$ cat config.mk
export PLATFORM = sky130hd
export DESIGN_NAME = coherence_bus_ctrl_flat
export DESIGN_NICKNAME = d
export VERILOG_FILES = /design/src/rtl/coherence_bus_ctrl_if.sv /design/src/rtl/coherence_bus_ctrl.sv /design/src/flat_wrapper.sv
export SDC_FILE = /design/constraint.sdc
export NUM_CORES = 1
export LEC_CHECK = 0
export BUFFER_PORTS_ARGS = -buffer_cell sky130_fd_sc_hd__buf_4
export CELL_PAD_IN_SITES_DETAIL_PLACEMENT = 1
export CELL_PAD_IN_SITES_GLOBAL_PLACEMENT = 1
export CORE_AREA = 5 5 192 194
export CTS_CLUSTER_SIZE = 24
export DETAILED_ROUTE_END_ITERATION = 6
export DIE_AREA = 0 0 197 199
export GPL_ROUTABILITY_DRIVEN = 0
export PLACE_DENSITY = 0.7
export SLEW_MARGIN = 20
export SYNTH_ARGS = -nofsm -noshare
export SYNTH_HDL_FRONTEND = slang
export SYNTH_SLANG_ARGS = --single-unit
export TNS_END_PERCENT = 100
$ cat constraint.sdc
create_clock -name CLK -period 1.87 [get_ports CLK]
set_input_delay 0.187 -clock CLK [delete_from_list [all_inputs] [get_ports CLK]]
set_output_delay 0.187 -clock CLK [all_outputs]
set_load 0.1 [all_outputs]
$ cat src/rtl/coherence_bus_ctrl_if.sv
// Bus bundle between the two per-core cache pairs, the controller and the RAM port.
// The controller connects through the slave modport. The caches and the RAM drive through master.
interface coherence_bus_ctrl_if #(
    parameter int CPUS   = 2,
    parameter int WORD_W = 32
);
    // instruction side
    logic [CPUS-1:0]             iREN;
    logic [CPUS-1:0][WORD_W-1:0] iaddr;
    logic [CPUS-1:0]             iwait;
    logic [CPUS-1:0][WORD_W-1:0] iload;
    // data side
    logic [CPUS-1:0]             dREN;
    logic [CPUS-1:0]             dWEN;
    logic [CPUS-1:0][WORD_W-1:0] daddr;
    logic [CPUS-1:0][WORD_W-1:0] dstore;
    logic [CPUS-1:0]             dwait;
    logic [CPUS-1:0][WORD_W-1:0] dload;
    // coherence
    logic [CPUS-1:0]             ccwrite;
    logic [CPUS-1:0]             cctrans;
    logic [CPUS-1:0]             ccwait;
    logic [CPUS-1:0]             ccinv;
    logic [CPUS-1:0][WORD_W-1:0] ccsnoopaddr;
    // RAM port
    logic                        ramREN;
    logic                        ramWEN;
    logic [WORD_W-1:0]           ramaddr;
    logic [WORD_W-1:0]           ramstore;
    logic [WORD_W-1:0]           ramload;
    logic [1:0]                  ramstate;

    modport slave (
        input  iREN, iaddr, dREN, dWEN, daddr, dstore, ccwrite, cctrans, ramload, ramstate,
        output iwait, iload, dwait, dload, ccwait, ccinv, ccsnoopaddr,
               ramREN, ramWEN, ramaddr, ramstore
    );

    modport master (
        output iREN, iaddr, dREN, dWEN, daddr, dstore, ccwrite, cctrans, ramload, ramstate,
        input  iwait, iload, dwait, dload, ccwait, ccinv, ccsnoopaddr,
               ramREN, ramWEN, ramaddr, ramstore
    );
endinterface

$ cat src/rtl/coherence_bus_ctrl.sv
// Two-core MSI memory controller. It arbitrates icache fetches, dcache fills and writebacks
// onto one RAM port. It snoops the other dcache and forwards Modified blocks cache-to-cache.
// Only one transaction is in flight. Each block is two words, and each word takes one RAM access.
module coherence_bus_ctrl #(
    parameter int CPUS   = 2,
    parameter int WORD_W = 32
) (
    input  logic                 CLK,
    input  logic                 nRST,
    coherence_bus_ctrl_if.slave  bus
);
    typedef enum logic [3:0] {
        IDLE, WB0, WB1, SNOOP, LD0, LD1, C2C0, C2C1, IFETCH
    } state_t;

    localparam logic [1:0] RAM_ACCESS = 2'd2;

    state_t            state_q, state_d;
    logic              req_q, req_d;     // granted core
    logic              drr_q, drr_d;     // dcache round-robin pointer (favoured core)
    logic              irr_q, irr_d;     // icache round-robin pointer
    logic [WORD_W-1:0] addr_q, addr_d;   // block address latched at grant, used for snooping
    logic              ready;
    logic              oth;
    logic              g;

    assign ready = (bus.ramstate == RAM_ACCESS);
    assign oth   = ~req_q;

    // If both cores request, the pointer breaks the tie. Otherwise the lone requester wins.
    function automatic logic pick(input logic [1:0] v, input logic ptr);
        return (v[0] & v[1]) ? ptr : v[1];
    endfunction

    // State, grant and pointer registers
    always_ff @(posedge CLK) begin
        if (!nRST) begin
            state_q <= IDLE;
            req_q   <= 1'b0;
            drr_q   <= 1'b0;
            irr_q   <= 1'b0;
            addr_q  <= '0;
        end else begin
            state_q <= state_d;
            req_q   <= req_d;
            drr_q   <= drr_d;
            irr_q   <= irr_d;
            addr_q  <= addr_d;
        end
    end

    // Next-state logic and bus outputs. Completion pulses follow ramstate combinationally.
    always_comb begin
        state_d         = state_q;
        req_d           = req_q;
        drr_d           = drr_q;
        irr_d           = irr_q;
        addr_d          = addr_q;
        g               = 1'b0;
        bus.iwait       = '1;
        bus.dwait       = '1;
        bus.ccwait      = '0;
        bus.ccinv       = '0;
        bus.ccsnoopaddr = '0;
        bus.ramREN      = 1'b0;
        bus.ramWEN      = 1'b0;
        bus.ramaddr     = '0;
        bus.ramstore    = '0;
        for (int n = 0; n < CPUS; n++) begin
            bus.iload[n] = bus.ramload;
            bus.dload[n] = bus.ramload;
        end

        case (state_q)
            IDLE: begin
                if (|bus.dWEN) begin
                    g       = pick(bus.dWEN, drr_q);
                    req_d   = g;
                    addr_d  = bus.daddr[g];
                    state_d = WB0;
                end else if (|bus.dREN) begin
                    g       = pick(bus.dREN, drr_q);
                    req_d   = g;
                    addr_d  = bus.daddr[g];
                    state_d = SNOOP;
                end else if (|bus.iREN) begin
                    g       = pick(bus.iREN, irr_q);
                    req_d   = g;
                    addr_d  = bus.iaddr[g];
                    state_d = IFETCH;
                end
            end
            WB0, WB1: begin
                bus.ramWEN   = 1'b1;
                bus.ramaddr  = bus.daddr[req_q];
                bus.ramstore = bus.dstore[req_q];
                if (ready) begin
                    bus.dwait[req_q] = 1'b0;
                    if (state_q == WB0) state_d = WB1;
                    else begin
                        state_d = IDLE;
                        drr_d   = ~drr_q;
                    end
                end
            end
            SNOOP: begin
                bus.ccwait[oth]      = 1'b1;
                bus.ccsnoopaddr[oth] = addr_q;
                bus.ccinv[oth]       = bus.ccwrite[req_q];
                if (bus.cctrans[oth]) state_d = bus.dWEN[oth] ? C2C0 : LD0;
            end
            LD0, LD1: begin
                bus.ramREN      = 1'b1;
                bus.ramaddr     = bus.daddr[req_q];
                bus.ccwait[oth] = 1'b1;
                if (ready) begin
                    bus.dwait[req_q] = 1'b0;
                    if (state_q == LD0) state_d = LD1;
                    else begin
                        state_d = IDLE;
                        drr_d   = ~drr_q;
                    end
                end
            end
            C2C0, C2C1: begin
                // The snooper's dirty word goes to RAM and to the requester at the same time.
                bus.ramWEN       = 1'b1;
                bus.ramaddr      = bus.daddr[oth];
                bus.ramstore     = bus.dstore[oth];
                bus.dload[req_q] = bus.dstore[oth];
                bus.ccwait[oth]  = 1'b1;
                if (ready) begin
                    bus.dwait[oth]   = 1'b0;
                    bus.dwait[req_q] = 1'b0;
                    if (state_q == C2C0) state_d = C2C1;
                    else begin
                        state_d = IDLE;
                        drr_d   = ~drr_q;
                    end
                end
            end
            IFETCH: begin
                bus.ramREN  = 1'b1;
                bus.ramaddr = bus.iaddr[req_q];
                if (ready) begin
                    bus.iwait[req_q] = 1'b0;
                    state_d          = IDLE;
                    irr_d            = ~irr_q;
                end
            end
            default: state_d = IDLE;
        endcase
    end
endmodule

$ cat src/flat_wrapper.sv
// flat-port wrapper written by rule: the top's interface ports become plain ports
module coherence_bus_ctrl_flat 
#(
    parameter int CPUS   = 2,
    parameter int WORD_W = 32
)
  (CLK, nRST, bus_iREN, bus_iaddr, bus_dREN, bus_dWEN, bus_daddr, bus_dstore, bus_ccwrite, bus_cctrans, bus_ramload, bus_ramstate, bus_iwait, bus_iload, bus_dwait, bus_dload, bus_ccwait, bus_ccinv, bus_ccsnoopaddr, bus_ramREN, bus_ramWEN, bus_ramaddr, bus_ramstore);
  coherence_bus_ctrl_if #(.CPUS(CPUS), .WORD_W(WORD_W)) bus_i ();
  input  logic CLK;
  input  logic nRST;
  input wire logic [$bits(bus_i.iREN)-1:0] bus_iREN;
  input wire logic [$bits(bus_i.iaddr)-1:0] bus_iaddr;
  input wire logic [$bits(bus_i.dREN)-1:0] bus_dREN;
  input wire logic [$bits(bus_i.dWEN)-1:0] bus_dWEN;
  input wire logic [$bits(bus_i.daddr)-1:0] bus_daddr;
  input wire logic [$bits(bus_i.dstore)-1:0] bus_dstore;
  input wire logic [$bits(bus_i.ccwrite)-1:0] bus_ccwrite;
  input wire logic [$bits(bus_i.cctrans)-1:0] bus_cctrans;
  input wire logic [$bits(bus_i.ramload)-1:0] bus_ramload;
  input wire logic [$bits(bus_i.ramstate)-1:0] bus_ramstate;
  output wire logic [$bits(bus_i.iwait)-1:0] bus_iwait;
  output wire logic [$bits(bus_i.iload)-1:0] bus_iload;
  output wire logic [$bits(bus_i.dwait)-1:0] bus_dwait;
  output wire logic [$bits(bus_i.dload)-1:0] bus_dload;
  output wire logic [$bits(bus_i.ccwait)-1:0] bus_ccwait;
  output wire logic [$bits(bus_i.ccinv)-1:0] bus_ccinv;
  output wire logic [$bits(bus_i.ccsnoopaddr)-1:0] bus_ccsnoopaddr;
  output wire logic [$bits(bus_i.ramREN)-1:0] bus_ramREN;
  output wire logic [$bits(bus_i.ramWEN)-1:0] bus_ramWEN;
  output wire logic [$bits(bus_i.ramaddr)-1:0] bus_ramaddr;
  output wire logic [$bits(bus_i.ramstore)-1:0] bus_ramstore;
  assign bus_i.iREN = bus_iREN;
  assign bus_i.iaddr = bus_iaddr;
  assign bus_i.dREN = bus_dREN;
  assign bus_i.dWEN = bus_dWEN;
  assign bus_i.daddr = bus_daddr;
  assign bus_i.dstore = bus_dstore;
  assign bus_i.ccwrite = bus_ccwrite;
  assign bus_i.cctrans = bus_cctrans;
  assign bus_i.ramload = bus_ramload;
  assign bus_i.ramstate = bus_ramstate;
  assign bus_iwait = bus_i.iwait;
  assign bus_iload = bus_i.iload;
  assign bus_dwait = bus_i.dwait;
  assign bus_dload = bus_i.dload;
  assign bus_ccwait = bus_i.ccwait;
  assign bus_ccinv = bus_i.ccinv;
  assign bus_ccsnoopaddr = bus_i.ccsnoopaddr;
  assign bus_ramREN = bus_i.ramREN;
  assign bus_ramWEN = bus_i.ramWEN;
  assign bus_ramaddr = bus_i.ramaddr;
  assign bus_ramstore = bus_i.ramstore;
  coherence_bus_ctrl #(.CPUS(CPUS), .WORD_W(WORD_W)) u_core (.CLK(CLK), .nRST(nRST), .bus(bus_i));
endmodule
After elaboration in Yosys (flattened, before gate mapping)
Cells that the tools add are included.
- magnitude comparators: 7
- equal/unequal tests: 18
- muxes and demuxes: 72
- bitwise operators: 11
- reductions and logical operators: 19
- operator list (operator ; count):
    $mux W32 ; 21
    $mux W64 ; 2
    $pmux W32 S3 ; 1
    $and A64 B64 Y64 ; 1
    $bwmux W64 ; 1
    $demux W32 S1 ; 2
    $pmux W32 S2 ; 1
    $mux W4 ; 8
    $pmux W4 S6 ; 1
    $mux W1 ; 22
    $eq A4 B3 Y1 const B ; 4
    $mux W2 ; 7
    $reduce_or A2 Y1 ; 6
    $lt A1 B2 Y1 const B ; 5
    $ne A2 B1 Y1 const B ; 5
    $eq A4 B2 Y1 const B ; 2
    $reduce_or A4 Y1 ; 2
    $reduce_and A7 Y1 ; 1
    $mux W3 ; 2
    $ne A2 B2 Y1 const B ; 3
    $reduce_and A6 Y1 ; 1
    $reduce_bool A3 Y1 ; 2
    $reduce_or A5 Y1 ; 1
    $and A2 B2 Y2 ; 2
    other kinds (15) ; 24
- bits in registers: 39
- input bits: 238
- output and inout bits: 266
- word-level logic and storage cells: 132

Logic depth before layout (Yosys ltp)
Gate-level depths: netlist of the first run.
- word-level depth: 9
- depth in mapped cells: 8
- mapped depth without buffers: 4

Least setup slack after synthesis of the first run
OpenSTA, ideal clock, no wires.
- path kind: register to output
- from: register u_core.req_q
- to: output port bus_dwait[0]
- arrival: 3.302 ns
- data required time: 1.683 ns
- path slack: -1.619 ns
- stages on the path, launching flop included: 6
- path buffers: 3
- cell sequence: dfxtp_1 -> buf_2 -> buf_1 -> clkbuf_1 -> a21oi_1 -> o21ai_0
- cells in the longest elaborated chain, start to end: 9
- elaborated cells on any way between the ends: 17
- classes of those cells: order compare: 4; mux: 7; bitwise: 4; reduce/logical: 2
- ends and longest elaborated chain (item ; RTL line ; RTL):
    start: declaration ; coherence_bus_ctrl.sv:19 ; logic req_q, req_d;
    start signal: assignment ; coherence_bus_ctrl.sv:45 ; req_q <= req_d;
    $not A1 Y1 ; coherence_bus_ctrl.sv:28 ; assign oth = ~req_q;
    $lt A1 B2 Y1 (not written as such) or $ge A1 B1 Y1 (tied branches) ; coherence_bus_ctrl.sv:133 ; bus.dwait[oth] = 1'b0;
    $logic_and A1 B1 Y1 (not written as such) ; coherence_bus_ctrl.sv:133 ;
    $mux W1 (not written as such) ; coherence_bus_ctrl.sv:133 ;
    $demux W1 S1 ; - ;
    $not A2 Y2 (no line) ; - ;
    $and A2 B2 Y2 (no line) ; - ;
    $mux W2 ; coherence_bus_ctrl.sv:132 ; if (ready) begin
    $pmux W2 S2 (*) ; coherence_bus_ctrl.sv:74 ; case (state_q)
    end: declaration ; flat_wrapper.sv:23 ; output wire logic [$bits(bus_i.dwait)-1:0] bus_dwait;
Every way passes the cells marked *; elsewhere a longest branch is shown, timed or not.

Worst setup path in the final report of the first run
- from: register u_core.state_q[3]
- to: output port bus_ramaddr[5]
- cells in the longest elaborated chain, start to end: 3
- elaborated cells on any way between the ends: 10
- classes of those cells: eq/ne: 7; mux: 1; reduce/logical: 2
- ends and longest elaborated chain (item ; RTL line ; RTL):
    start: declaration ; coherence_bus_ctrl.sv:18 ; state_t state_q, state_d;
    start signal: assignment ; coherence_bus_ctrl.sv:44 ; state_q <= state_d;
    $eq A4 B2 Y1, or another cell as far along ; coherence_bus_ctrl.sv:74 ;
    $reduce_or A4 Y1 (no line) or $reduce_or A2 Y1 (tied branches) ; - ;
    $pmux W32 S3 (*) ; coherence_bus_ctrl.sv:74 ;
    end: declaration ; flat_wrapper.sv:30 ; output wire logic [$bits(bus_i.ramaddr)-1:0] bus_ramaddr;
Marked as above.

==> reports/qor.txt, run 1 <==
ROUTING
------------------------------------------------------------------------------------
Count of TritonRoute iterations in the first routing pass .............            5
DRC violations left ...................................................            0
Count of antenna-violating nets left after detailed routing ...........            0
Starting DRC count in detailed routing ................................          504
Post-detailed-route via-to-cell ratio .................................         5.51
Vias ..................................................................       10,100
Per-cell routed wire length ...........................................      30.2 um
Total length of routed wires ..........................................      55.5 mm

TIMING
------------------------------------------------------------------------------------
Final count of negative-setup-slack endpoints .........................          236
Total Neg Setup Slack .................................................    -62.63 ns
Setup slack of the critical path after layout .........................    -0.395 ns
Final hold violation count ............................................            0
Post-route fraction of the period consumed by the critical path .......         121%
Final count of pins violating max slew ................................            0
Worst Max-Slew Pin Slew ...............................................     0.754 ns
Maximum clock rate ....................................................    0.441 GHz
Worst max-slew margin expressed relative to the limit .................        49.7%
RSZ-0062 raised after global routing ..................................          yes
Post-layout min period ................................................      2.27 ns
Setup Skew ............................................................   0.00893 ns

CLOCK TREE
------------------------------------------------------------------------------------
Number of buffers inserted for hold repair after clock tree synthesis .            0
Cell at the root of the clock tree .................................... sky130_fd_sc_hd__clkbuf_16
Insertion delay to the later sink of the worst-skew pair ..............      0.30 ns
Clk slew on worst S/H paths ...........................................      0.07 ns
Total clock sinks .....................................................           39
CTS Buffer Depth ......................................................            2
Clock tree from TritonCTS .............................................        built
CTS Buf Count .........................................................            5
CTS H-Tree Depth ......................................................            2

POWER
------------------------------------------------------------------------------------
Leakage dissipation ...................................................      6.72 nW
Total power density per cell area ..................................... 1450 mW/mm^2
Fraction of power consumed by combinational cells .....................        89.0%
Sequential Power Share ................................................         6.7%
Power Internal ........................................................      10.2 mW
Part of the power in the clock network ................................         4.3%
Worst VDD drop ........................................................      1.12 mV
Power spent charging and discharging nets .............................      13.7 mW
Switching part of the total power .....................................        57.3%

WORST SETUP PATH
------------------------------------------------------------------------------------
CP Launch Type ........................................................     register
Critical path required time ...........................................      1.68 ns
Critical Path Fanout Max ..............................................           18
Worst Path Class, Setup ...............................................      reg2out
Crit-path cells ....................................................... buf_4 > or4b_4 > buf_12 > buf_12 > nor2_1 > a221o_2 > buf_12
Critical path arrival .................................................      2.08 ns
Worst-path cell with the longest stage delay .......................... sky130_fd_sc_hd__or4b_4
Worst setup EP type ................................................... primary output
Cell seen most often among critical-path stages ....................... sky130_fd_sc_hd__buf_12
Stage delay of the slowest cell on the critical path ..................      0.47 ns

SYNTH
------------------------------------------------------------------------------------
Async set-or-reset flop fraction in the synthesized netlist ...........           0%
Post-synthesis mux area share .........................................        15.8%
Most numerous cell types in the synthesized netlist ................... 69 x sky130_fd_sc_hd__o21ai_0, 65 x sky130_fd_sc_hd__and3_1, 65 x sky130_fd_sc_hd__buf_4
Area share of the largest cell type after synthesis ...................        11.5%
Yosys cell types ......................................................           52
Primary FF master, synth .............................................. sky130_fd_sc_hd__dfxtp_1
Fraction of the mapped netlist area in simple logic gates .............        17.3%
Main combinational cell family by area after synthesis ................ compound AO/OA/AOI/OAI gates
Number of nets produced by synthesis ..................................        1,115
Post-synthesis instance area .......................................... 0.00679 mm^2
Fraction of the yosys area taken by sequential cells ..................        11.5%
Synthesized-area fraction occupied by adder cells .....................           0%
Synthesized-area fraction occupied by ao, oa, aoi and oai cells .......        40.8%
Post-synth top area cell .............................................. sky130_fd_sc_hd__dfxtp_1
Syn Inst Count ........................................................          877
Count leader, synth ................................................... sky130_fd_sc_hd__o21ai_0
Count of flip-flops with a built-in enable after synthesis ............            0
Syn avg cell area .....................................................    7.75 um^2
Ranking of synthesized cells by area .................................. sky130_fd_sc_hd__dfxtp_1 11%, sky130_fd_sc_hd__mux2_2 11%, sky130_fd_sc_hd__buf_4 7.2%
XOR/XNOR Fraction of Synth Area .......................................       0.387%
Flops & latches, synth ................................................           39
Synth warn ............................................................            0

PLACE
------------------------------------------------------------------------------------
Detail Placement HPWL .................................................      34.9 mm
Dpl cells .............................................................        1,773
Number of buffers inserted by port buffering ..........................          503
Instance area at placement ............................................  0.0120 mm^2
Setup Slack @ Placement ...............................................    -0.212 ns

FLOORPLAN
------------------------------------------------------------------------------------
Placement Rows ........................................................           69
Die span in x .........................................................       197 um
Die Outline Area ......................................................  0.0392 mm^2
Die height ............................................................       199 um
Initial core utilization ..............................................        19.4%
Boundary Pins .........................................................          504
Placeable core region .................................................  0.0351 mm^2

GRT
------------------------------------------------------------------------------------
Aggregate global routing overflow .....................................            0
Vias in the first global route ........................................       10,600
Initial antenna violation count .......................................            2
Largest net degree at the start of global routing .....................           64
First-pass GRT wire length ............................................      69.5 mm
Total global routing track utilization ................................        22.8%

LAYOUT
------------------------------------------------------------------------------------
Nets ..................................................................        1,613
Final non-filler cell total ...........................................        1,839
Final core utilization ................................................        47.1%
Post-Layout Inst Area .................................................  0.0165 mm^2
Post-synthesis to final-layout area growth ............................         143%
Number of filler instances in the final layout ........................        3,655
Layout cells sized above 1 ............................................        75.4%

WORST HOLD PATH
------------------------------------------------------------------------------------
Min-Delay Path Class ..................................................       in2reg

OUTCOME
------------------------------------------------------------------------------------
Outcome ............................................................... complete, but fails checks
Violations in the final reports ....................................... negative setup slack

RUN
------------------------------------------------------------------------------------
Number of violations of the max-capacitance limit .....................            0

==> final timing paths <==
path	from	to	slack, ns	depth (start not counted)
worst min register to register	u_core.addr_q[0]	u_core.addr_q[0]	0.55	2
worst min-delay path	bus_daddr[62]	u_core.addr_q[30]	0.19	3
worst max register to register	u_core.state_q[2]	u_core.req_q	-0.23	9
worst max-delay path	u_core.state_q[3]	bus_ramaddr[5]	-0.40	7
==> flip-flops by register name (all words and copies together) (netlist names) <==
name,count
u_core.addr_q,32
u_core.drr_q,1
u_core.irr_q,1
u_core.req_q,1
u_core.state_q,4
==> per-layer routing <==
metal | share of wire (%) | up-vias | track usage [%]
li1 | - | 4376 | -
met1 | 36 | 5091 | 25.5
met2 | 53 | 545 | 42.3
met3 | 6.9 | 128 | 4.89
met4 | 4.4 | 0 | 8.83
met5 | 0 | - | 0
==> cell usage in the layout, fill, tap and decap left out, types with 4 or more instances in the layout <==
cell type	n
sky130_fd_sc_hd__a221o_4	5
sky130_fd_sc_hd__dfxtp_4	4
sky130_fd_sc_hd__mux2_4	32
sky130_fd_sc_hd__and2_2	29
sky130_fd_sc_hd__a21oi_4	35
sky130_fd_sc_hd__a221oi_1	5
sky130_fd_sc_hd__a21boi_0	33
sky130_fd_sc_hd__o21ai_2	31
sky130_fd_sc_hd__buf_16	10
sky130_fd_sc_hd__a22oi_1	8
sky130_fd_sc_hd__buf_8	9
sky130_fd_sc_hd__and3_1	32
sky130_fd_sc_hd__nor2_2	11
sky130_fd_sc_hd__buf_6	50
sky130_fd_sc_hd__mux2i_1	34
sky130_fd_sc_hd__a221oi_2	49
sky130_fd_sc_hd__o21ai_0	34
sky130_fd_sc_hd__buf_4	368
sky130_fd_sc_hd__dfxtp_1	34
sky130_fd_sc_hd__nand2_1	38
sky130_fd_sc_hd__a22oi_2	24
sky130_fd_sc_hd__buf_12	206
sky130_fd_sc_hd__nor2_1	22
sky130_fd_sc_hd__nor2_4	9
sky130_fd_sc_hd__o21ai_1	4
sky130_fd_sc_hd__a221oi_4	10
sky130_fd_sc_hd__a32o_1	33
sky130_fd_sc_hd__a31oi_1	33
sky130_fd_sc_hd__mux2_2	32
sky130_fd_sc_hd__clkbuf_16	23
sky130_fd_sc_hd__and2_4	6
sky130_fd_sc_hd__a221o_2	27
sky130_fd_sc_hd__and3_4	33
==> logic make-up (layout without fill, tap and decap cells) <==
family / count (synthesis) / in the layout
compound gates: 352 / 352
simple gates: 212 / 212
buf+inv: 172 / 671
mux: 99 / 99
flops: 39 / 39
xor+xnor: 3 / 3
other cells: 0 / 2
==> stage by stage <==
step	power, mW	hold WS [ns]
2_1_floorplan	12.5	0.328
3_3_place_gp	16.6	0.517
3_5_place_dp	16.7	0.532
4_1_cts	20.6	0.216
5_1_grt	24.6	0.203
6_report	23.9	0.192
==> worst max-delay path, delay by kind of cell (launching register included) <==
kind / cells / cell delay, ns
buffers and inverters: 4 / 0.63
DFF: 1 / 0.35
and+or+nand+nor: 2 / 0.61
AOI/OAI and AO/OA: 1 / 0.18
==> what timing repair did <==
item,CTS,global route
gates cloned,8,23
buffers inserted,21,15
setup endpoints to repair,237,239
gates resized for setup,380,440
pin swaps,7,59
==> area by class of cell <==
type                       instances  area [um^2]  share of cell area, %
tap                              461          577                   3.49
clock inverter                     1         5.00                 0.0303
clock buffer                       7          164                  0.992
inverter                           3         11.3                 0.0682
multi-input combinational        666         6680                   40.4
antenna                            2         5.00                 0.0303
sequential                        39          797                   4.82
timing repair buffer             660         8290                   50.2
==> power by group through the flow <==
stage          combinational (mW)  clock (mW)  sequential, mW
6_report                     21.3        1.03            1.59
5_1_grt                      21.9        1.09            1.64
4_1_cts                      18.1        1.05            1.51
3_5_place_dp                 15.2           0            1.50
3_3_place_gp                 15.1           0            1.48
2_1_floorplan                11.2           0            1.31
Power figures use the tool's default switching activity.
==> run 2, diff against run 1 <==
Settings changed: RECOVER_POWER from default to 25.
==> run 2 against run 1 <==
  * The flow still finishes with violations (negative setup slack)
  * Flip-flop and latch count is the same
  * Clock power about the same
  * Critical path depth did not move
  * First-iteration DRC count fell by 0.60%
  * Wire length hardly changed
  * Clock skew rose by 0.0012 ns
  * Critical path type unchanged
==> reports/qor.txt, run 2 (synthesis gave the netlist of run 1 again) <==
LAYOUT
------------------------------------------------------------------------------------
Flip-flop count of the largest register after layout ..................           32
Biggest register ...................................................... u_core.addr_q
Post-synthesis to final-layout area growth ............................         142%
Layout cells sized above 1 ............................................        74.2%
Nets ..................................................................        1,613
Final non-filler cell total ...........................................        1,839
Most common library cell in the layout ignoring fill and taps ......... sky130_fd_sc_hd__buf_4
Largest registers ranked by flip-flop count ........................... u_core.addr_q x32, u_core.state_q x4
Post-Layout Inst Area .................................................  0.0165 mm^2
Final core utilization ................................................        47.0%
Most used cells in the layout excluding fill and tap cells ............ 352 x sky130_fd_sc_hd__buf_4, 206 x sky130_fd_sc_hd__buf_12, 50 x sky130_fd_sc_hd__buf_6

PLACE
------------------------------------------------------------------------------------
Instance area at placement ............................................  0.0120 mm^2
Detail Placement HPWL .................................................      34.9 mm
Setup Slack @ Placement ...............................................    -0.212 ns
Number of buffers inserted by port buffering ..........................          503
Dpl cells .............................................................        1,773

FLOORPLAN
------------------------------------------------------------------------------------
Placeable core region .................................................  0.0351 mm^2
Initial core utilization ..............................................        19.4%
Boundary Pins .........................................................          504
Die height ............................................................       199 um
Die span in x .........................................................       197 um
Die Outline Area ......................................................  0.0392 mm^2
Placement Rows ........................................................           69

GRT
------------------------------------------------------------------------------------
Largest net degree at the start of global routing .....................           64
Aggregate global routing overflow .....................................            0
First-pass GRT wire length ............................................      69.5 mm
Initial antenna violation count .......................................            2
Vias in the first global route ........................................       10,600
Total global routing track utilization ................................        22.8%

CLOCK TREE
------------------------------------------------------------------------------------
Cell at the root of the clock tree .................................... sky130_fd_sc_hd__clkbuf_16
CTS H-Tree Depth ......................................................            2
Number of buffers inserted for hold repair after clock tree synthesis .            0
Clock tree from TritonCTS .............................................        built
Clk slew on worst S/H paths ...........................................      0.07 ns
Total clock sinks .....................................................           39
CTS Buf Count .........................................................            5
Insertion delay to the later sink of the worst-skew pair ..............      0.30 ns
CTS Buffer Depth ......................................................            2

TIMING
------------------------------------------------------------------------------------
Setup Skew ............................................................    0.0101 ns
Worst max-slew margin expressed relative to the limit .................        18.9%
Final worst hold slack ................................................     0.191 ns
Total Neg Setup Slack .................................................    -62.69 ns
Final hold violation count ............................................            0
Final count of pins violating max slew ................................            0
Post-route fraction of the period consumed by the critical path .......         121%
Final count of negative-setup-slack endpoints .........................          236
Worst Max-Slew Pin Slew ...............................................      1.22 ns
Post-layout min period ................................................      2.27 ns
Setup slack of the critical path after layout .........................    -0.398 ns
RSZ-0062 raised after global routing ..................................          yes
Maximum clock rate ....................................................    0.441 GHz

POWER
------------------------------------------------------------------------------------
Worst VDD drop ........................................................      1.12 mV
Leakage dissipation ...................................................      6.66 nW
Total power density per cell area ..................................... 1450 mW/mm^2
Final Total Pwr .......................................................      23.9 mW

ROUTING
------------------------------------------------------------------------------------
DRC violations left ...................................................            0
Vias ..................................................................       10,100
Count of antenna-violating nets left after detailed routing ...........            0
Per-cell routed wire length ...........................................      30.2 um
Total length of routed wires ..........................................      55.5 mm
Count of TritonRoute iterations in the first routing pass .............            5
Post-detailed-route via-to-cell ratio .................................         5.51
Starting DRC count in detailed routing ................................          501

WORST SETUP PATH
------------------------------------------------------------------------------------
Critical Path Fanout Max ..............................................           11
Critical path required time ...........................................      1.68 ns
Worst Path Class, Setup ...............................................      reg2out
Worst setup EP type ................................................... primary output
Critical path arrival .................................................      2.08 ns
CP Launch Type ........................................................     register

RUN
------------------------------------------------------------------------------------
Number of violations of the max-capacitance limit .....................            0

WORST HOLD PATH
------------------------------------------------------------------------------------
Min-Delay Path Class ..................................................       in2reg

OUTCOME
------------------------------------------------------------------------------------
Outcome ............................................................... complete, but fails checks
Violations in the final reports ....................................... negative setup slack

## run 2: changes by cell type in the layout (fill, tap and decap cells not counted)
| cell | before | now |
|---|---|---|
| sky130_fd_sc_hd__clkbuf_1 | 0 | 16 |
| sky130_fd_sc_hd__buf_4 | 368 | 352 |
## run 2: final timing paths
kind	depth (start not counted)	slack [ns]	startpoint	to
min	3	0.19	bus_daddr[62]	u_core.addr_q[30]
min reg2reg	2	0.55	u_core.addr_q[0]	u_core.addr_q[0]
max	7	-0.40	u_core.req_q	bus_ramaddr[5]
max reg2reg	9	-0.23	u_core.state_q[2]	u_core.req_q
## run 2: repair_timing
item                                   in CTS  in global routing
setup buffers                              21                 15
resized for setup                         380                440
pin swaps                                   7                 59
cloned                                      8                 23
setup endpoints to repair                 237                239
endpoints found under the hold margin       0                  0
## run 2: layout make-up
class | instances | area [um^2]
Sequential cell | 39 | 797
Multi-Input combinational cell | 666 | 6680
Clock inverter | 1 | 5.00
Inverter | 3 | 11.3
Fill cell | 3665 | 18600
Timing Repair Buffer | 660 | 8230
Tap cell | 461 | 577
Antenna cell | 2 | 5.00
Clock buffer | 7 | 164
## run 2: worst max-delay path, stage by stage, from the launching register on
cell and delay, ns:
sky130_fd_sc_hd__dfxtp_4 0.39, sky130_fd_sc_hd__buf_4 0.15, sky130_fd_sc_hd__or3_1 0.39, sky130_fd_sc_hd__a21oi_4 0.17
sky130_fd_sc_hd__buf_12 0.15, sky130_fd_sc_hd__buf_12 0.15, sky130_fd_sc_hd__a221o_2 0.20, sky130_fd_sc_hd__buf_12 0.18
## run 2: metal layers
| layer | routed length [um] | track usage [%] | part of all wire (%) |
|---|---|---|---|
| met3 | 3820 | 4.89 | 6.9 |
| met4 | 2500 | 8.83 | 4.5 |
| met5 | 0 | 0 | 0 |
| met2 | 29400 | 42.3 | 53 |
| met1 | 19800 | 25.5 | 36 |
## run 2: power by group
| group | switching, mW | internal, mW |
|---|---|---|
| Clock | 0.425 | 0.613 |
| Combinational | 12.9 | 8.39 |
| Sequential | 0.430 | 1.17 |
| Total | 13.7 | 10.2 |
==> run 3, diff against run 2 <==
Settings changed: ABC_AREA from default to 1, CORE_AREA 5 5 192 194 to 5 5 191 193, DIE_AREA 0 0 197 199 to 0 0 196 198, PLACE_DENSITY 0.7 to 0.75.
==> run 3 against run 2 <==
  * The run still ends with negative setup slack left
  * Sequential share of layout area shrank 0.24 points
  * Non-clock buffer count shrank 23
  * Critical path type unchanged
  * Register-to-register slack gained 0.41 ns
  * Cell area grew 5.5%
  * Critical endpoint is now bus_dload[50]
  * Largest cell class unchanged
==> reports/qor.txt, run 3 <==
TIMING
------------------------------------------------------------------------------------
Final hold violation count ............................................            0
Worst max-slew margin expressed relative to the limit .................        17.3%
Final count of pins violating max slew ................................            0
RSZ-0062 raised after global routing ..................................          yes
Final worst hold slack ................................................     0.260 ns
Setup slack of the critical path after layout .........................    -0.273 ns
Post-route fraction of the period consumed by the critical path .......         115%
Total Neg Setup Slack .................................................    -33.12 ns
Post-layout min period ................................................      2.14 ns
Maximum clock rate ....................................................    0.467 GHz
Worst Max-Slew Pin Slew ...............................................      1.25 ns
Final count of negative-setup-slack endpoints .........................          198
Setup Skew ............................................................    0.0163 ns

CLOCK TREE
------------------------------------------------------------------------------------
CTS Buf Count .........................................................            5
CTS Buffer Depth ......................................................            2
CTS H-Tree Depth ......................................................            2
Cell at the root of the clock tree .................................... sky130_fd_sc_hd__clkbuf_16
Clk slew on worst S/H paths ...........................................      0.08 ns
Insertion delay to the later sink of the worst-skew pair ..............      0.30 ns
Total clock sinks .....................................................           39
Number of buffers inserted for hold repair after clock tree synthesis .            0
Clock tree from TritonCTS .............................................        built

WORST SETUP PATH
------------------------------------------------------------------------------------
R2r endpoint .......................................................... u_core.addr_q[23]
Worst setup EP type ................................................... primary output
Critical Path Fanout Max ..............................................            8
Startpoint of the worst register-to-register path ..................... u_core.state_q[1]
Stage delay of the slowest cell on the critical path ..................      0.39 ns
Critical path required time ...........................................      1.68 ns
Number of cells traversed by the worst register-to-register path ......            9
CP Launch Type ........................................................     register
Critical path arrival .................................................      1.96 ns
Worst-path cell with the longest stage delay .......................... sky130_fd_sc_hd__dfxtp_4
Cell seen most often among critical-path stages ....................... sky130_fd_sc_hd__buf_12
Worst Path Class, Setup ...............................................      reg2out
Setup slack, reg-to-reg ...............................................      0.18 ns
Crit-path cells ....................................................... inv_4 > nand2_4 > nor2_4 > nand2_4 > buf_12 > clkinv_16 > buf_16 > buf_12 > buf_12 > o21ai_4 > buf_12

LAYOUT
------------------------------------------------------------------------------------
Total area of multi-input combinational cells ......................... 0.00700 mm^2
Layout cells sized above 1 ............................................        54.7%
Most used cells in the layout excluding fill and tap cells ............ 319 x sky130_fd_sc_hd__buf_4, 267 x sky130_fd_sc_hd__nand2_1, 225 x sky130_fd_sc_hd__buf_12
Most common library cell in the layout ignoring fill and taps ......... sky130_fd_sc_hd__buf_4
Final core utilization ................................................        50.5%
Final non-filler cell total ...........................................        2,248
Post-synthesis to final-layout area growth ............................         158%
Largest registers ranked by flip-flop count ........................... u_core.addr_q x32, u_core.state_q x4
Number of filler instances in the final layout ........................        3,911
Flip-flop count of the largest register after layout ..................           32
Sequential cell area in the final layout ..............................     800 um^2
Biggest register ...................................................... u_core.addr_q
Nets ..................................................................        2,028

GRT
------------------------------------------------------------------------------------
First-pass GRT wire length ............................................      77.3 mm
Aggregate global routing overflow .....................................            0
Largest net degree at the start of global routing .....................           61
Total global routing track utilization ................................        25.8%
Initial antenna violation count .......................................            4
Vias in the first global route ........................................       12,100

RUN
------------------------------------------------------------------------------------
Number of violations of the max-capacitance limit .....................            0

SYNTH
------------------------------------------------------------------------------------
Count of flip-flops with a built-in enable after synthesis ............            0
Primary FF master, synth .............................................. sky130_fd_sc_hd__dfxtp_1
Most numerous cell types in the synthesized netlist ................... 396 x sky130_fd_sc_hd__nand2_1, 189 x sky130_fd_sc_hd__nor2_1, 138 x sky130_fd_sc_hd__inv_1
Yosys cell types ......................................................           26
Area share of the largest cell type after synthesis ...................        22.1%
Post-synth top area cell .............................................. sky130_fd_sc_hd__nand2_1
Flops & latches, synth ................................................           39
Number of nets produced by synthesis ..................................        1,537
Syn avg cell area .....................................................    5.18 um^2
Ranking of synthesized cells by area .................................. sky130_fd_sc_hd__nand2_1 22%, sky130_fd_sc_hd__dfxtp_1 12%, sky130_fd_sc_hd__nor2_1 11%
Fraction of the yosys area taken by sequential cells ..................        11.6%
Count leader, synth ................................................... sky130_fd_sc_hd__nand2_1
Async set-or-reset flop fraction in the synthesized netlist ...........           0%
Synth warn ............................................................            0
Syn Inst Count ........................................................        1,299
Post-synthesis instance area .......................................... 0.00672 mm^2

POWER
------------------------------------------------------------------------------------
Switching part of the total power .....................................        62.4%
Power Internal ........................................................      10.6 mW
Sequential Power Share ................................................         5.6%
Part of the power in the clock network ................................         3.8%
Leakage dissipation ...................................................      8.04 nW
Worst VDD drop ........................................................     0.899 mV
Fraction of power consumed by combinational cells .....................        90.6%
Total power density per cell area ..................................... 1620 mW/mm^2
Power spent charging and discharging nets .............................      17.6 mW

OUTCOME
------------------------------------------------------------------------------------
Violations in the final reports ....................................... negative setup slack
Outcome ............................................................... complete, but fails checks

FLOORPLAN
------------------------------------------------------------------------------------
Initial core utilization ..............................................        19.6%
Die Outline Area ......................................................  0.0388 mm^2
Die height ............................................................       198 um
Placeable core region .................................................  0.0344 mm^2
Die span in x .........................................................       196 um
Boundary Pins .........................................................          504
Placement Rows ........................................................           68

ROUTING
------------------------------------------------------------------------------------
Post-detailed-route via-to-cell ratio .................................         5.13
Count of TritonRoute iterations in the first routing pass .............            5
Total length of routed wires ..........................................      59.8 mm
Per-cell routed wire length ...........................................      26.6 um
Vias ..................................................................       11,500
Count of antenna-violating nets left after detailed routing ...........            0
Starting DRC count in detailed routing ................................          491
DRC violations left ...................................................            0

PLACE
------------------------------------------------------------------------------------
Number of buffers inserted by port buffering ..........................          503
Dpl cells .............................................................        2,156
Setup Slack @ Placement ...............................................    -0.108 ns
Detail Placement HPWL .................................................      36.6 mm

WORST HOLD PATH
------------------------------------------------------------------------------------
Worst Hold Endpoint ................................................... u_core.addr_q[9]
Hold depth ............................................................            5
Min-Delay Path Class ..................................................       in2reg
Launch instance of the worst min-delay path ........................... bus_iaddr[41]

==> run 3: changes by cell type after synthesis, sizes merged, moves of 33 or more <==
cell    before  now
a21boi      37    0
a221oi      64    0
a32o        33    0
and2        37    0
and3        65    0
clkbuf      61   21
inv          3  151
mux2        64    0
mux2i       35    0
nand2       42  401
nand3        0   51
nor2        42  196
o211ai       0   88
o21ai       71  139
==> run 3: worst max-delay path by stage <==
stage / startpoint / endpoint / slack [ns] / depth (start not counted)
2_1_floorplan: u_core.state_q[3] / bus_ramaddr[17] / -0.54 / 5
3_3_place_gp: u_core.state_q[3] / bus_ramstore[31] / -0.06 / 8
3_5_place_dp: u_core.state_q[3] / bus_ramstore[31] / -0.11 / 8
4_1_cts: u_core.state_q[3] / bus_ramaddr[16] / -0.27 / 11
5_1_grt: u_core.state_q[3] / bus_ramstore[27] / -0.32 / 11
6_report: u_core.state_q[3] / bus_dload[50] / -0.27 / 11
==> run 3: power by group through the flow <==
stage | Combinational [mW] | Clock, mW | Sequential [mW]
after floorplan | 14.1 | 0 | 1.43
after global placement | 18.7 | 0 | 1.52
after detailed placement | 18.9 | 0 | 1.54
after CTS | 23.8 | 1.09 | 1.55
after global routing | 26.3 | 1.11 | 1.62
final | 25.5 | 1.06 | 1.58
==> run 3: layout make-up <==
type | instances | area share, %
well taps | 455 | 3.28
repair buffers | 637 | 47.2
inverters | 151 | 3.57
diodes | 2 | 0.0288
flip-flops and latches | 39 | 4.60
multi-input cells | 956 | 40.3
clock inverters | 3 | 0.252
clock buffers | 5 | 0.720
==> run 3: timing repair <==
item,4_1_cts,5_1_grt
setup endpoints to repair,200,202
setup buffers,43,22
resized for setup,673,395
cloned,15,8
pin swaps,28,36
==> run 3: stage by stage <==
stage	total power [mW]	instance area (um^2)
6_report	28.2	17400
5_1_grt	29.0	17400
4_1_cts	26.4	15500
3_5_place_dp	20.4	11700
3_3_place_gp	20.2	11700
2_1_floorplan	15.5	7640
==> run 3: cells by family (layout without fill, tap and decap cells) <==
kind of cell / after synthesis / in the layout / synth area share, %
AOI/OAI and AO/OA: 306 / 306 / 27.4
buffers and inverters: 304 / 796 / 22.7
DFF: 39 / 39 / 11.6
other: 0 / 2 / 0
and+or+nand+nor: 650 / 650 / 38.3
==> run 3: per-layer routing <==
layer  vias to the layer above  GRT usage, %  routed length (um)
met2                       563          47.3               30900
li1                       5122             -                   -
met4                         4          11.0                2980
met3                       152          5.46                3990
met5                         -             0                  27
met1                      5699          28.8               21900
==> run 3: worst max-delay path: cells and delay by family (launching register included) <==
family | cells | cell delay, ns
AOI/OAI and AO/OA | 1 | 0.16
buffers and inverters | 7 | 0.86
DFF | 1 | 0.39
and+or+nand+nor | 3 | 0.22
